### config.mk
export PLATFORM = sky130hd
export DESIGN_NAME = key_entry_ctrl_flat
export DESIGN_NICKNAME = d
export VERILOG_FILES = /design/src/rtl/key_entry_ctrl_if.sv /design/src/rtl/key_entry_ctrl.sv /design/src/flat_wrapper.sv
export SDC_FILE = /design/constraint.sdc
export NUM_CORES = 1
export LEC_CHECK = 0
export BUFFER_PORTS_ARGS = -buffer_cell sky130_fd_sc_hd__buf_4
export CAP_MARGIN = 5
export CELL_PAD_IN_SITES_DETAIL_PLACEMENT = 0
export CELL_PAD_IN_SITES_GLOBAL_PLACEMENT = 1
export CORE_UTILIZATION = 40
export CTS_BUF_LIST = sky130_fd_sc_hd__clkbuf_4
export DETAILED_ROUTE_END_ITERATION = 10
export GPL_TIMING_DRIVEN = 0
export PLACE_DENSITY_LB_ADDON = 0.3
export SLEW_MARGIN = 10
export SYNTH_ARGS = -nofsm -noshare
export SYNTH_HDL_FRONTEND = slang
export SYNTH_SLANG_ARGS = --single-unit
### constraint.sdc
create_clock -name clk_50MHz -period 3.2 [get_ports clk_50MHz]
set_input_delay 0.8 -clock clk_50MHz [delete_from_list [all_inputs] [get_ports clk_50MHz]]
set_output_delay 0.8 -clock clk_50MHz [all_outputs]
set_load 0.03 [all_outputs]
### src/rtl/key_entry_ctrl_if.sv
// Keypad/display signal bundle for key_entry_ctrl: scanner-side inputs plus the
// digit-scan and status outputs.
interface key_entry_ctrl_if;
    logic       pressed;
    logic [3:0] key;
    logic       en;
    logic [2:0] sel;
    logic [3:0] out;
    logic       blank;
    logic [3:0] count;
    logic       full;
    logic       err;

    modport master (
        output pressed, key, en,
        input  sel, out, blank, count, full, err
    );

    modport slave (
        input  pressed, key, en,
        output sel, out, blank, count, full, err
    );
endinterface

### src/rtl/key_entry_ctrl.sv
// Keypad digit-entry controller: 8-digit shift buffer with backspace/clear and an
// 8-slot display scanner. Define KEY_DEBOUNCE_EN to add a DB_CYCLES press debounce.
module key_entry_ctrl #(
    parameter int SCAN_DIV  = 50000,
    parameter int DB_CYCLES = 500000
) (
    input  logic             clk_50MHz,
    input  logic             rst,
    key_entry_ctrl_if.slave  kif
);

`ifdef KEY_DEBOUNCE_EN
    typedef enum logic [1:0] {ST_IDLE, ST_DEBOUNCE, ST_HELD} state_t;
    localparam int DW = (DB_CYCLES > 1) ? $clog2(DB_CYCLES + 1) : 1;
    localparam logic [DW-1:0] DB_LAST = DW'(DB_CYCLES - 1);
    logic [DW-1:0] db_cnt_reg, db_cnt_next;
`else
    typedef enum logic [0:0] {ST_IDLE, ST_HELD} state_t;
`endif

    localparam int PW = (SCAN_DIV > 1) ? $clog2(SCAN_DIV) : 1;
    localparam logic [PW-1:0] PRE_LAST = PW'(SCAN_DIV - 1);

    state_t        state_reg, state_next;
    logic          accept;
    logic [3:0]    digit_reg [8];
    logic [3:0]    up_src [8];
    logic [3:0]    dn_src [8];
    logic [3:0]    count_reg;
    logic          err_reg;
    logic [PW-1:0] prescale_reg;
    logic [2:0]    sel_reg;

    logic event_ok, is_digit, is_bs, is_clr, full_w;
    logic shift_up, shift_down, clear_all, err_next;

    // Key FSM: exactly one accept per press, whatever en says
    always_ff @(posedge clk_50MHz or negedge rst) begin
        if (!rst) begin
            state_reg  <= ST_IDLE;
`ifdef KEY_DEBOUNCE_EN
            db_cnt_reg <= '0;
`endif
        end else begin
            state_reg  <= state_next;
`ifdef KEY_DEBOUNCE_EN
            db_cnt_reg <= db_cnt_next;
`endif
        end
    end

    always_comb begin
        state_next  = state_reg;
        accept      = 1'b0;
`ifdef KEY_DEBOUNCE_EN
        db_cnt_next = db_cnt_reg;
`endif
        case (state_reg)
            ST_IDLE: begin
                if (kif.pressed) begin
`ifdef KEY_DEBOUNCE_EN
                    // The IDLE sample is the first of the DB_CYCLES high samples
                    state_next  = ST_DEBOUNCE;
                    db_cnt_next = DW'(1);
`else
                    accept      = 1'b1;
                    state_next  = ST_HELD;
`endif
                end
            end
`ifdef KEY_DEBOUNCE_EN
            ST_DEBOUNCE: begin
                if (!kif.pressed) begin
                    state_next  = ST_IDLE;
                    db_cnt_next = '0;
                end else if (db_cnt_reg == DB_LAST) begin
                    accept      = 1'b1;
                    state_next  = ST_HELD;
                    db_cnt_next = '0;
                end else begin
                    db_cnt_next = db_cnt_reg + DW'(1);
                end
            end
`endif
            ST_HELD: begin
                if (!kif.pressed) state_next = ST_IDLE;
            end
            default: state_next = ST_IDLE;
        endcase
    end

    assign event_ok   = accept && kif.en;
    assign is_digit   = (kif.key <= 4'd9);
    assign is_bs      = (kif.key == 4'hB);
    assign is_clr     = (kif.key == 4'hC);
    assign full_w     = (count_reg == 4'd8);
    assign shift_up   = event_ok && is_digit && !full_w;
    assign shift_down = event_ok && is_bs && (count_reg != 4'd0);
    assign clear_all  = event_ok && is_clr;
    assign err_next   = event_ok && ((is_digit && full_w) || (is_bs && (count_reg == 4'd0)));

    // Neighbour taps for shifting in each direction; the ends take key / zero
    generate
        for (genvar gi = 0; gi < 8; gi++) begin : g_src
            if (gi == 0) begin : g_first
                assign up_src[gi] = kif.key;
            end else begin : g_mid_up
                assign up_src[gi] = digit_reg[gi-1];
            end
            if (gi == 7) begin : g_last
                assign dn_src[gi] = 4'd0;
            end else begin : g_mid_dn
                assign dn_src[gi] = digit_reg[gi+1];
            end
        end
    endgenerate

    always_ff @(posedge clk_50MHz or negedge rst) begin
        if (!rst) begin
            for (int i = 0; i < 8; i++) digit_reg[i] <= 4'd0;
            count_reg <= 4'd0;
            err_reg   <= 1'b0;
        end else begin
            err_reg <= err_next;
            if (clear_all) begin
                for (int i = 0; i < 8; i++) digit_reg[i] <= 4'd0;
                count_reg <= 4'd0;
            end else if (shift_up) begin
                for (int i = 0; i < 8; i++) digit_reg[i] <= up_src[i];
                count_reg <= count_reg + 4'd1;
            end else if (shift_down) begin
                for (int i = 0; i < 8; i++) digit_reg[i] <= dn_src[i];
                count_reg <= count_reg - 4'd1;
            end
        end
    end

    // Display scan runs independently of key handling and en
    always_ff @(posedge clk_50MHz or negedge rst) begin
        if (!rst) begin
            prescale_reg <= '0;
            sel_reg      <= 3'd0;
        end else if (prescale_reg == PRE_LAST) begin
            prescale_reg <= '0;
            sel_reg      <= sel_reg + 3'd1;
        end else begin
            prescale_reg <= prescale_reg + PW'(1);
        end
    end

    assign kif.sel   = sel_reg;
    assign kif.out   = digit_reg[sel_reg];
    assign kif.blank = ({1'b0, sel_reg} >= count_reg);
    assign kif.count = count_reg;
    assign kif.full  = full_w;
    assign kif.err   = err_reg;

endmodule

### src/flat_wrapper.sv
// flat-port wrapper written by rule: the top's interface ports become plain ports
module key_entry_ctrl_flat 
#(
    parameter int SCAN_DIV  = 50000,
    parameter int DB_CYCLES = 500000
)
  (clk_50MHz, rst, kif_pressed, kif_key, kif_en, kif_sel, kif_out, kif_blank, kif_count, kif_full, kif_err);
  key_entry_ctrl_if kif_i ();
  input  logic clk_50MHz;
  input  logic rst;
  input wire logic [$bits(kif_i.pressed)-1:0] kif_pressed;
  input wire logic [$bits(kif_i.key)-1:0] kif_key;
  input wire logic [$bits(kif_i.en)-1:0] kif_en;
  output wire logic [$bits(kif_i.sel)-1:0] kif_sel;
  output wire logic [$bits(kif_i.out)-1:0] kif_out;
  output wire logic [$bits(kif_i.blank)-1:0] kif_blank;
  output wire logic [$bits(kif_i.count)-1:0] kif_count;
  output wire logic [$bits(kif_i.full)-1:0] kif_full;
  output wire logic [$bits(kif_i.err)-1:0] kif_err;
  assign kif_i.pressed = kif_pressed;
  assign kif_i.key = kif_key;
  assign kif_i.en = kif_en;
  assign kif_sel = kif_i.sel;
  assign kif_out = kif_i.out;
  assign kif_blank = kif_i.blank;
  assign kif_count = kif_i.count;
  assign kif_full = kif_i.full;
  assign kif_err = kif_i.err;
  key_entry_ctrl #(.SCAN_DIV(SCAN_DIV), .DB_CYCLES(DB_CYCLES)) u_core (.clk_50MHz(clk_50MHz), .rst(rst), .kif(kif_i));
endmodule
==> run metrics, run 1 <==
status finished clean; die area 0.008289 mm2; fraction of registers with async set/reset 1.000; DR vias/cell 5.483; wire length per cell 16.88 um; # clock sinks 57; Synth area leader dfrtp_1; most instantiated library cell after synthesis dfrtp_1; synthesized flop and latch total 57; Syn Area/Cell 12.79 um2; Worst Hold Class in -> async; setup TNS 0 ns; Post-Syn Nets 264; CTS Buf Count 9; total core area 0.007687 mm2; Post-synth top cells dfrtp_1, mux2i_1, o2bb2ai_1; Overflow after GRT 0; Hold Slack 0.4480 ns; CTS clk-pin slew, worst paths 0.10 ns; die height 91.05 um; Max-Cap Viols 0; H-tree levels 3; GP Congestion 0.7612; CP Max Fanout 9; GRT Total Usage 0.1736; max FFs per register 32; cells after synthesis 248; critical path launch point type flip-flop; antenna-violating nets left 0; Post-Route WL 6500 um; initial DRC count 61; Final min period 2.978 ns; worst r2r src u_core.kif.count[0]$_DFFE_PN0P_; I/O Buffers 21; Final Hold Fails 0; Slew HR 0.5078; Total Power 0.001758 W; vias in the first global route 2161; Top FF cell, synth dfrtp_1; chip width 91.05 um; initial antenna violation count 0; share of post-route cells with drive strength above 1 0.2509; Worst setup EP type output pin; Cell Area, Synth 0.003172 mm2; Layout Skew 0.01469 ns; setup violators final 0; WP data required 2.40 ns; worst reg-to-reg setup slack 0.63 ns; via count 2111; Ports 22; Post-DP HPWL 4283 um; Crit Reg-Reg Endpoint u_core.kif.count[3]$_DFFE_PN0P_; CTS Hold Buffers Added 0; WS Path Type reg -> out; critical path data arrival time 2.18 ns; setup ws final 0.2215 ns; Tcrit/Tclk final 0.9308; Peak VDD IR 0.2804 mV; post-synth top area share 0.4497; first-pass GRT wire length 10910 um; DRC errors left 0; pre-CTS setup slack 0.3728 ns; RSZ-0062 raised after global routing false; CTS tree done; worst slew pin tran 0.7383 ns; FF-to-FF path depth 9; root buffer cell clkbuf_4; fin. max-slew vios 0; # fillers 736; Seq/Total Area, Yosys 0.4497; top cells by area, synth dfrtp_1, mux2i_1, o2bb2ai_1, mux4_2, ha_1; pin count of the biggest net entering global routing 58; f_max 335.7 MHz; Syn-to-layout area delta 12.74%; Clock Tree Buf Depth 2; PD cells 491.7 mW/mm2; Final Core Density 0.4652; YS warnings 0; P_leak 1.672 nW; first drt pass iteration count 4; Post-synth EDFFs 0; Synth cell types 48; Starting Density 0.4126; worst skew pair latency 0.40 ns; ANT cells 0; Row Count 32; nets 296
-- worst max-delay path, cell delays in order (launching register included) --
cell      delay (ns)
dfrtp_1         0.41
clkbuf_1        0.51
mux4_2          0.42
mux2_2          0.28
buf_4           0.17
-- logic make-up (layout without fill, tap and decap cells) --
family                   count (synthesis)  in the layout  share of synthesized area
adder cells (fa/ha/maj)                  8              8                    0.03392
AO/OA/AOI/OAI                           54             54                     0.1542
buffers and inverters                   21             56                    0.05602
AND/OR/NAND/NOR                         51             51                    0.09823
XOR/XNOR                                15             15                    0.04142
flip-flops                              57             57                     0.4497
multiplexers                            42             42                     0.1665
-- worst max path at each step --
stage                                  start                         endpoint  cells past startpoint
2_1_floorplan  u_core.kif.sel[0]$_DFFE_PN0N_                        kif_blank                      7
3_3_place_gp                      kif_key[1]  u_core.kif.count[3]$_DFFE_PN0P_                      9
3_5_place_dp                      kif_key[1]  u_core.kif.count[3]$_DFFE_PN0P_                      9
4_1_cts        u_core.kif.sel[0]$_DFFE_PN0N_                        kif_blank                      8
5_1_grt        u_core.kif.sel[0]$_DFFE_PN0N_                        kif_blank                      8
6_report       u_core.kif.sel[1]$_DFFE_PN0N_                       kif_out[0]                      4
-- per-stage QoR --
step / cells / cell area (um2)
after floorplan: 248 / 3172
after global placement: 371 / 3457
after detailed placement: 371 / 3457
after CTS: 385 / 3573
after global routing: 385 / 3576
final: 385 / 3576
-- per-layer routing --
layer  vias up  GRT usage  routed length [um]
met3        10    0.05444                 225
met2        29     0.2803                3168
li1       1010          -                   -
met4         0    0.05952                  98
met5         -          0                   0
met1      1062     0.2202                3007
-- placed cells by master (no fill, tap or decap), types with 3 or more instances in the layout --
cell type,n
nand2_1,6
and4_1,4
xor2_1,5
o21ai_0,4
buf_4,21
or3_1,3
ha_1,7
a22o_1,4
clkbuf_1,3
o2bb2ai_1,28
dfrtp_1,57
mux2_2,6
a21oi_1,6
inv_1,5
buf_6,7
clkbuf_4,10
mux4_2,8
nor2_1,10
nand3_1,7
clkinv_2,3
xnor2_1,10
nand4_1,4
mux2i_1,28
-- report_power, final --
group	internal (W)	switching (W)	total, W
clock	0.000224	0.000264	0.000487
sequential	0.000744	0.0000394	0.000784
combinational	0.000203	0.000284	0.000488
-- area by class of cell --
type	count	area, um2	share of cell area
clock buffers	9	67.56	0.01889
plain buffers	15	152.6	0.04269
multi-input cells	170	1568	0.4384
well taps	102	127.6	0.03569
flip-flops and latches	57	1426	0.3989
inverters	6	27.53	0.007698
clock inverters	5	48.80	0.01365
repair buffers	21	157.7	0.04409
-- repair_timing --
item,4_1_cts,5_1_grt
setup endpoints to repair,0,1
setup buffers,0,0
resized for setup,0,1
Note: power is estimated with default switching activity, not from simulation.
==> run 2: changes to the inputs <==
==> constraint.sdc (replaced) <==
create_clock -name clk_50MHz -period 3.2 [get_ports clk_50MHz]
set_input_delay 0.48 -clock clk_50MHz [delete_from_list [all_inputs] [get_ports clk_50MHz]]
set_output_delay 0.48 -clock clk_50MHz [all_outputs]
set_load 0.03 [all_outputs]
==> run metrics, run 2 (synthesized netlist as in run 1, its figures left out) <==
nets 296; worst r2r src u_core.kif.count[0]$_DFFE_PN0P_; vias in the first global route 2161; WS Path Type reg -> out; antenna-violating nets left 0; CP delay by family, top buffers and inverters; initial antenna violation count 0; Buf/Inv on CP 3; Reg power frac 0.446; P_int 0.001171 W; CTS Buf Count 9; worst skew pair latency 0.40 ns; chip width 91.05 um; switching share of power 0.3340; DRC errors left 0; FF-to-FF path depth 9; RSZ-0062 raised after global routing false; f_max 372.5 MHz; first drt pass iteration count 4; Final Core Density 0.4648; I/O Buffers 21; Final min period 2.684 ns; Combinational Power Share 0.277; setup violators final 0; root buffer cell clkbuf_4; CP endpoint kif_blank; WP data required 2.72 ns; fin. max-slew vios 0; initial DRC count 61; Peak VDD IR 0.2803 mV; Clock Tree Buf Depth 2; Syn-to-layout area delta 12.66%; Post-Route WL 6503 um; Worst path depth 8; Slowest-stage cell, CP dfrtp_1; status finished clean; setup TNS 0 ns; worst slew pin tran 0.7393 ns; Psw 0.0005873 W; PD cells 492.1 mW/mm2; # clock sinks 57; worst reg-to-reg setup slack 0.63 ns; share of post-route cells with drive strength above 1 0.2509; H-tree levels 3; Slew HR 0.5071; CTS clk-pin slew, worst paths 0.10 ns; ANT cells 0; Starting Density 0.4126; most frequent cells in the layout dfrtp_1, mux2i_1, o2bb2ai_1; Clk pwr share 0.277; critical path launch point type flip-flop; Worst setup EP type output pin; crit-path cells buf_2 > inv_1 > ha_1 > nand2b_1 > a21o_1 > a21oi_1 > nor2_1 > buf_4; GRT Total Usage 0.1736; setup ws final 0.5156 ns; Crit Reg-Reg Endpoint u_core.kif.count[3]$_DFFE_PN0P_; die area 0.008289 mm2; DR vias/cell 5.481; CTS Hold Buffers Added 0; die height 91.05 um; Hold Slack 0.1282 ns; Row Count 32; number of gates resized after CTS 0; first-pass GRT wire length 10910 um; Tcrit/Tclk final 0.8389; most common cell after layout, fill and taps aside dfrtp_1; wire length per cell 16.89 um; max FFs per register 32; CTS tree done; Post-DP HPWL 4283 um; Post-CTS Setup Repair Bufs 0; Ports 22; Max-Cap Viols 0; crit-path max cell delay 0.39 ns; pre-CTS setup slack 0.6381 ns; Overflow after GRT 0; pin count of the biggest net entering global routing 58; Total Power 0.001758 W; total core area 0.007687 mm2; Layout Skew 0.01469 ns; via count 2110; GP Congestion 0.7612; CP Max Fanout 9; critical path data arrival time 2.20 ns; P_leak 1.673 nW; Worst Setup SP u_core.kif.sel[0]$_DFFE_PN0N_; Worst Hold Class in -> async; Final Hold Fails 0
-- run 2: cell types whose count changed in the layout (fill, tap and decap cells not counted), sizes merged --
cell,change
buf,+1
clkbuf,-1
-- run 2: how the worst min path moves through the flow --
stage | from | endpoint | cells after the start
finish | rst | u_core.digit_reg[15]$_DFFE_PN0P_ | 1
global route | rst | u_core.digit_reg[11]$_DFFE_PN0P_ | 1
CTS | rst | u_core.digit_reg[15]$_DFFE_PN0P_ | 1
detailed placement | u_core.prescale_reg[13]$_DFF_PN0_ | u_core.prescale_reg[13]$_DFF_PN0_ | 1
global placement | u_core.prescale_reg[0]$_DFF_PN0_ | u_core.prescale_reg[0]$_DFF_PN0_ | 1
floorplan | rst | u_core.digit_reg[0]$_DFFE_PN0P_ | 0
-- run 2: power by group through the flow --
stage | clock network, W | registers [W] | logic (W)
floorplan | 0 | 0.000831 | 0.000311
global placement | 0 | 0.000799 | 0.000491
detailed placement | 0 | 0.000798 | 0.000493
CTS | 0.000510 | 0.000785 | 0.000495
global route | 0.000542 | 0.000788 | 0.000535
finish | 0.000487 | 0.000784 | 0.000488
-- run 2: area by class of cell --
cell class	count	area (um2)
plain buffers	15	150.1
inverters	6	27.53
fillers	737	4114
multi-input cells	170	1568
repair buffers	21	157.7
flip-flops and latches	57	1426
well taps	102	127.6
clock buffers	9	67.56
clock inverters	5	48.80
-- run 2: per-stage QoR --
stage	cells	instance area [um2]
floorplan	248	3172
global placement	371	3457
detailed placement	371	3457
CTS	385	3573
global route	385	3573
finish	385	3573
-- run 2: per-layer routing --
metal  GRT usage  routed length, um  up-vias
li1            -                  -     1008
met1      0.2202               3010     1063
met2      0.2803               3168       29
met3     0.05444                225       10
met4     0.05952                 98        0
met5           0                  0        -
==> run 3: changes to the inputs <==
clock period = 2.7 ns   (was 3.2 ns; I/O delays follow)
==> run metrics, run 3 (synthesized netlist as in run 1, its figures left out) <==
H-tree levels 3; Max-Cap Viols 0; crit-path cells or3_1 > buf_6 > o211ai_4 > buf_12 > ha_1 > a21o_2 > a21oi_1 > nand3_1 > a32o_1; P_leak 1.680 nW; Final Hold Fails 0; CTS clk-pin slew, worst paths 0.10 ns; setup violators final 0; CP delay by family, top compound AO/OA/AOI/OAI gates; Worst Hold Class in -> async; initial antenna violation count 0; setup TNS 0 ns; FF-to-FF path depth 9; Post-DP HPWL 4283 um; share of post-route cells with drive strength above 1 0.2544; root buffer cell clkbuf_4; Buf/Inv on CP 2; vias in the first global route 2161; worst slew pin tran 0.7475 ns; initial DRC count 49; CTS Hold Buffers Added 0; Tcrit/Tclk final 0.9446; antenna-violating nets left 0; Row Count 32; worst r2r src u_core.kif.count[0]$_DFFE_PN0P_; CP Max Fanout 11; critical path launch point type flip-flop; dpl cells 371; Syn-to-layout area delta 13.06%; RSZ-0062 raised after global routing false; GRT Total Usage 0.1736; DR vias/cell 5.514; DRC errors left 0; Crit Reg-Reg Endpoint u_core.kif.count[3]$_DFFE_PN0P_; first drt pass iteration count 4; Final min period 2.550 ns; chip width 91.05 um; f_max 392.1 MHz; die area 0.008289 mm2; die height 91.05 um; I/O Buffers 21; Clock Tree Buf Depth 2; PD cells 581.2 mW/mm2; most common cell after layout, fill and taps aside dfrtp_1; Worst setup EP type flip-flop; first-pass GRT wire length 10910 um; status finished clean; GP Congestion 0.7612; non-filler instance count after layout 385; most frequent cells in the layout dfrtp_1, mux2i_1, o2bb2ai_1; max FFs per register 32; Peak VDD IR 0.3325 mV; CTS Buf Count 9; Slew HR 0.5017; Ports 22; Post-CTS Setup Repair Bufs 0; Hold Slack 0.05073 ns; Overflow after GRT 0; nets 296; # clock sinks 57; Starting Density 0.4126; worst reg-to-reg setup slack 0.15 ns; pin count of the biggest net entering global routing 58; # fillers 736; WS Path Type reg -> reg; CTS tree done; fin. max-slew vios 0; ANT cells 0; Slowest-stage cell, CP dfrtp_1; critical path data arrival time 2.84 ns; Layout Skew 0.01275 ns; WP data required 2.99 ns; Post-Route WL 6567 um; total core area 0.007687 mm2; wire length per cell 17.06 um; crit-path max cell delay 0.45 ns; worst skew pair latency 0.40 ns; via count 2123
## run 3: layout make-up
class | count | area [um2] | share of cell area
repair buffers | 21 | 157.7 | 0.04396
multi-input cells | 170 | 1568 | 0.4372
flip-flops and latches | 57 | 1426 | 0.3978
inverters | 6 | 27.53 | 0.007676
well taps | 102 | 127.6 | 0.03559
plain buffers | 15 | 162.7 | 0.04536
clock inverters | 5 | 48.80 | 0.01361
clock buffers | 9 | 67.56 | 0.01884
## run 3: per-stage QoR
| step | power, W | setup WS, ns | cell area, um2 | util |
|---|---|---|---|---|
| floorplan | 0.001353 | 0.1846 | 3172 | - |
| global placement | 0.001528 | 0.1660 | 3457 | 0.4497 |
| detailed placement | 0.001530 | 0.1381 | 3457 | 0.4497 |
| CTS | 0.002121 | 0.05725 | 3576 | 0.4652 |
| global route | 0.002211 | 0.001543 | 3586 | 0.4665 |
| finish | 0.002084 | 0.1497 | 3586 | 0.4665 |
## run 3: what timing repair did
item / CTS / global route
endpoints found under the setup margin: 1 / 5
resized for setup: 1 / 4
pin swaps: 0 / 0
## run 3: layer usage
metal	global-route usage	wire length (um)	vias up
li1	-	-	1009
met1	0.2202	3068	1081
met2	0.2803	3179	24
met3	0.05444	219	9
met4	0.05952	99	0
met5	0	0	-
## run 3: report_power, final
part	total (W)	internal, W	switching, W
clock	0.000577	0.000265	0.000312
combinational	0.000578	0.000242	0.000337
sequential	0.000928	0.000882	0.0000460
## run 3: worst max-delay path by stage
stage / to / from / cells past startpoint / slack [ns]
2_1_floorplan: u_core.kif.count[3]$_DFFE_PN0P_ / u_core.kif.count[0]$_DFFE_PN0P_ / 9 / 0.18
3_3_place_gp: u_core.kif.count[3]$_DFFE_PN0P_ / u_core.kif.count[0]$_DFFE_PN0P_ / 9 / 0.17
3_5_place_dp: u_core.kif.count[3]$_DFFE_PN0P_ / u_core.kif.count[0]$_DFFE_PN0P_ / 9 / 0.14
4_1_cts: kif_out[0] / u_core.kif.sel[1]$_DFFE_PN0N_ / 4 / 0.06
5_1_grt: u_core.kif.count[3]$_DFFE_PN0P_ / u_core.kif.count[0]$_DFFE_PN0P_ / 9 / 0.002
6_report: u_core.kif.count[3]$_DFFE_PN0P_ / u_core.kif.count[0]$_DFFE_PN0P_ / 9 / 0.15
